[config.mk]
export PLATFORM = sky130hd
export DESIGN_NAME = mem_port_master
export DESIGN_NICKNAME = d
export VERILOG_FILES = /design/src/rtl/mem_port_master.sv
export SDC_FILE = /design/constraint.sdc
export NUM_CORES = 1
export LEC_CHECK = 0
export CELL_PAD_IN_SITES_DETAIL_PLACEMENT = 1
export CELL_PAD_IN_SITES_GLOBAL_PLACEMENT = 2
export CORE_MARGIN = 1
export CORE_UTILIZATION = 28
export DETAILED_ROUTE_END_ITERATION = 10
export PLACE_DENSITY = 0.79
export SLEW_MARGIN = 20
export SYNTH_ARGS = -nofsm -noshare
export SYNTH_HDL_FRONTEND = slang
export SYNTH_SLANG_ARGS = --single-unit
[constraint.sdc]
create_clock -name clk -period 2.05 [get_ports clk]
set_input_delay 0.205 -clock clk [delete_from_list [all_inputs] [get_ports clk]]
set_output_delay 0.205 -clock clk [all_outputs]
set_load 0.02 [all_outputs]
[src/rtl/mem_port_master.sv]
// Command-driven initiator for the DFF scratch RAM port: single and burst
// writes/reads, registered strobes, valid/ready response channel.
module mem_port_master #(
  parameter int ADDR_BITS = 4,
  parameter int DATA_BITS = 8
) (
  input  logic                 clk,
  input  logic                 rst_n,
  input  logic                 ena,
  input  logic                 cmd_valid,
  output logic                 cmd_ready,
  input  logic [1:0]           cmd_op,
  input  logic [ADDR_BITS-1:0] cmd_addr,
  input  logic [ADDR_BITS-1:0] cmd_len,
  input  logic [DATA_BITS-1:0] cmd_data,
  output logic [ADDR_BITS-1:0] mem_addr,
  output logic                 mem_ce_n,
  output logic                 mem_lr_n,
  output logic [DATA_BITS-1:0] mem_wdata,
  input  logic [DATA_BITS-1:0] mem_rdata,
  output logic                 rsp_valid,
  input  logic                 rsp_ready,
  output logic [DATA_BITS-1:0] rsp_data,
  output logic [ADDR_BITS-1:0] rsp_addr,
  output logic                 busy
);

  typedef enum logic [2:0] {IDLE, WR, RD_ISSUE, RD_WAIT, RSP} state_t;

  // One extra bit so a full 2^ADDR_BITS burst fits in the count.
  localparam int CW = ADDR_BITS + 1;

  state_t        state;
  logic [CW-1:0] cnt;
  logic [CW-1:0] cmd_cnt;

  assign cmd_ready = (state == IDLE) & ena;

  // op[1] selects the burst forms (FILL/DUMP); op[0] selects read direction.
  always_comb begin
    cmd_cnt = CW'(1);
    if (cmd_op[1]) cmd_cnt = CW'(cmd_len) + CW'(1);
  end

  always_ff @(posedge clk or negedge rst_n) begin
    if (!rst_n) begin
      state     <= IDLE;
      cnt       <= '0;
      mem_addr  <= '0;
      mem_wdata <= '0;
      mem_ce_n  <= 1'b1;
      mem_lr_n  <= 1'b1;
      rsp_valid <= 1'b0;
      rsp_data  <= '0;
      rsp_addr  <= '0;
      busy      <= 1'b0;
    end else if (ena) begin
      case (state)
        IDLE: begin
          if (cmd_valid) begin
            mem_addr  <= cmd_addr;
            mem_wdata <= cmd_data;
            cnt       <= cmd_cnt;
            busy      <= 1'b1;
            if (cmd_op[0]) begin
              state    <= RD_ISSUE;
              mem_ce_n <= 1'b0;
            end else begin
              state    <= WR;
              mem_lr_n <= 1'b0;
            end
          end
        end
        WR: begin
          cnt      <= cnt - CW'(1);
          mem_addr <= mem_addr + ADDR_BITS'(1);
          if (cnt == CW'(1)) begin
            mem_lr_n <= 1'b1;
            state    <= IDLE;
            busy     <= 1'b0;
          end
        end
        RD_ISSUE: begin
          mem_ce_n <= 1'b1;
          state    <= RD_WAIT;
        end
        RD_WAIT: begin
          rsp_data  <= mem_rdata;
          rsp_addr  <= mem_addr;
          rsp_valid <= 1'b1;
          cnt       <= cnt - CW'(1);
          state     <= RSP;
        end
        RSP: begin
          if (rsp_ready) begin
            rsp_valid <= 1'b0;
            if (cnt != '0) begin
              mem_addr <= mem_addr + ADDR_BITS'(1);
              mem_ce_n <= 1'b0;
              state    <= RD_ISSUE;
            end else begin
              state <= IDLE;
              busy  <= 1'b0;
            end
          end
        end
        default: state <= IDLE;
      endcase
    end
  end

endmodule

==> flow_summary.toml <==
[outcome]
status = "finished clean"

[worst_setup_path]
cp_max_fo = 12
cp_slowest_cell = "clkdlybuf4s50_1"
path_class = "register to primary output"
cp-end-kind = "primary output"
crit_chain = "nor3_4 -> clkdlybuf4s50_1"
critical_path_required_ns = 1.85
rrSetupSlack_ns = 0.33
arrival_ns = 1.74
startpoint_type = "register"
max_stage_delay_ns = 0.65

[floorplan]
design.core.area_mm2 = 0.00639
initial_core_util = 0.292
die_y_um = 83.6
boundaryPins = 60
row_count = 29
die_x_um = 83.6
dieArea_mm2 = 0.00698

[clock_network]
clk_latency_ns = 0.28
cts.sinks = 36
clkSlewWorstSetupHoldPaths_ns = 0.07
cts_hold_buf = 0
cts_tree = "done"
numCtsBuffers = 5
ctsHtreeMaxLevel = 2
root_buffer = "clkbuf_8"
clk_path_buf_depth = 2

[route]
drc_errors = 0
ant_nets = 0
via_per_inst = 4.91
firstDrtPassIters = 4
routed_wl_um = 4680
drt_iter0_drc = 23
dr_total_vias = 1522
wire_per_inst_um = 15.1

[synth]
yosysWarnings = 0
syn_area_mm2 = 0.00186
synthFlopType = "dfrtp_1"
syn_inst = 167
seq_area_frac_synth = 0.485
synth_edf_count = 0
synth_cell_type_count = 46
synth_seq_cells = 36
synth_nets = 202
avgSynthCellArea_um2 = 11.2
async_flop_share = 1.00

[grt]
grt-ovfl-total = 0
grt.total_usage = 0.145
antenna_found_initial = 0
grt_pass1_vias = 1664
grt_max_degree = 37
grt_first_pass_wirelength_um = 8200

[sta]
relSlewSlack = 0.436
finalMaxSlewViolations = 0
holdWs_ns = 0.0126
hold_violations = 0
layout_setup_ws_ns = 0.102
fin_crit_sh = 0.950
max_clock_freq_mhz = 513
setup_viol = 0
fin_skew_ns = 0.00438
fin_setup_tns_ns = 0
tightest_slew_ns = 0.846
min_period_ns = 1.95
grt_setup_unrepaired = "false"

[placed_design]
port_buffers = 59
hpwl_um = 3430
gp_congestion = 0.702
post-place-ws_ns = 0.181

[pwr]
power.density_mw_per_mm2 = 1570
vdd_drop_max_mv = 0.742
leakagePower_nw = 1.11

[finish]
layout-drive-gt1-share = 0.159
antenna_cells = 0
synthToLayoutAreaGrowth_pct = 41.8
final_util = 0.414
nNetsFinal = 267

[hold_path]
min_path_type = "input port to async pin"

[job]
maxCapViolCount = 0
==> final cells by class <==
class / count / area (um^2)
Multi-Input combinational cell: 116 / 866
Inverter: 6 / 22.5
Fill cell: 707 / 3740
Clock inverter: 2 / 35.0
Sequential cell: 36 / 905
Clock buffer: 6 / 72.6
Tap cell: 77 / 96.3
Timing Repair Buffer: 67 / 646
==> final timing paths <==
| check | startpoint | end | depth (start not counted) |
|---|---|---|---|
| worst max-delay path | state[2] | cmd_ready | 2 |
| worst min-delay path | rst_n | cnt[4] | 1 |
| worst max register to register | cnt[0] | mem_addr[0] | 6 |
| worst min register to register | mem_lr_n | mem_lr_n | 2 |
| max in group asynchronous | rst_n | state[2] | 1 |
| min in group clk | mem_lr_n | mem_lr_n | 2 |
==> through the flow <==
step | instance area (um^2) | power (W) | instances
2_1_floorplan | 1860 | 0.00270 | 167
3_5_place_dp | 2530 | 0.00358 | 302
5_1_grt | 2640 | 0.00448 | 310
6_report | 2640 | 0.00415 | 310
4_1_cts | 2640 | 0.00423 | 310
3_3_place_gp | 2530 | 0.00353 | 302
==> synthesized netlist by cell type, types with 2 or more instances <==
| cell type | n | area (um^2) |
|---|---|---|
| dfrtp_1 | 34 | 851 |
| o22a_1 | 2 | 17.5 |
| buf_4 | 3 | 22.5 |
| dfstp_2 | 2 | 52.6 |
| o31ai_1 | 4 | 30.0 |
| a41oi_1 | 2 | 17.5 |
| buf_6 | 3 | 33.8 |
| a31oi_1 | 4 | 25.0 |
| nand2b_1 | 4 | 25.0 |
| nand3_1 | 4 | 20.0 |
| mux2_1 | 9 | 101 |
| a21oi_1 | 11 | 55.1 |
| and2_1 | 2 | 12.5 |
| nor2_1 | 11 | 41.3 |
| xor2_1 | 3 | 26.3 |
| nor2b_1 | 3 | 18.8 |
| buf_2 | 3 | 15.0 |
| inv_1 | 6 | 22.5 |
| ha_1 | 4 | 50.1 |
| mux2_2 | 11 | 124 |
| o21ai_0 | 6 | 30.0 |
| nand2_1 | 10 | 37.5 |
| mux2i_1 | 3 | 30.0 |
==> repair_timing <==
action                                  CTS  global route
endpoints found under the hold margin     0             0
resized for setup                         1             0
buffers inserted                          0             0
endpoints found under the setup margin    1             0
==> worst max-delay path: cells and delay by family (launching register included) <==
kind / cells / cell delay, ns
AND/OR/NAND/NOR: 1 / 0.29
buffers and inverters: 1 / 0.65
flip-flops: 1 / 0.52
==> where the power goes <==
group | leakage (nW) | total, W | internal (W) | switching, W
clock | 0.0552 | 0.000615 | 0.000361 | 0.000254
sequential | 0.426 | 0.00136 | 0.00107 | 0.000290
combinational | 0.626 | 0.00217 | 0.00109 | 0.00108
==> layout by cell type, fill, tap and decap left out, types with 4 or more instances in the layout <==
cell,instances
clkdlybuf4s50_1,58
dfrtp_1,33
mux2_2,11
nor2_1,11
a21oi_1,11
nand2_1,10
mux2_1,9
buf_4,8
inv_1,6
o21ai_0,6
clkbuf_8,5
nand2b_1,4
o31ai_1,4
nand3_1,4
a31oi_1,4
ha_1,4
==> routing by layer <==
metal / global-route usage / vias to the layer above / share of wire
met5: 0 / - / 0
met4: 0.0324 / 0 / 0.0032
met3: 0.0415 / 2 / 0.046
met2: 0.239 / 31 / 0.50
met1: 0.187 / 762 / 0.45
li1: - / 727 / -
==> cells by family (layout without fill, tap and decap cells) <==
logic type | after synthesis | in the layout | share of synthesized area
AO/OA/AOI/OAI | 39 | 39 | 0.139
XOR/XNOR | 3 | 3 | 0.0141
adder cells (fa/ha/maj) | 4 | 4 | 0.0269
buffers and inverters | 15 | 81 | 0.0504
flip-flops | 36 | 36 | 0.485
multiplexers | 23 | 23 | 0.137
AND/OR/NAND/NOR | 47 | 47 | 0.148
==> sequential cells by signal, indices dropped and copies added, names as in the netlist <==
signal,count
mem_lr_n,1
cnt,5
mem_wdata,8
mem_ce_n,1
rsp_addr,4
mem_addr,4
rsp_data,8
busy,1
state,3
rsp_valid,1
(Power assumes the default switching activity.)
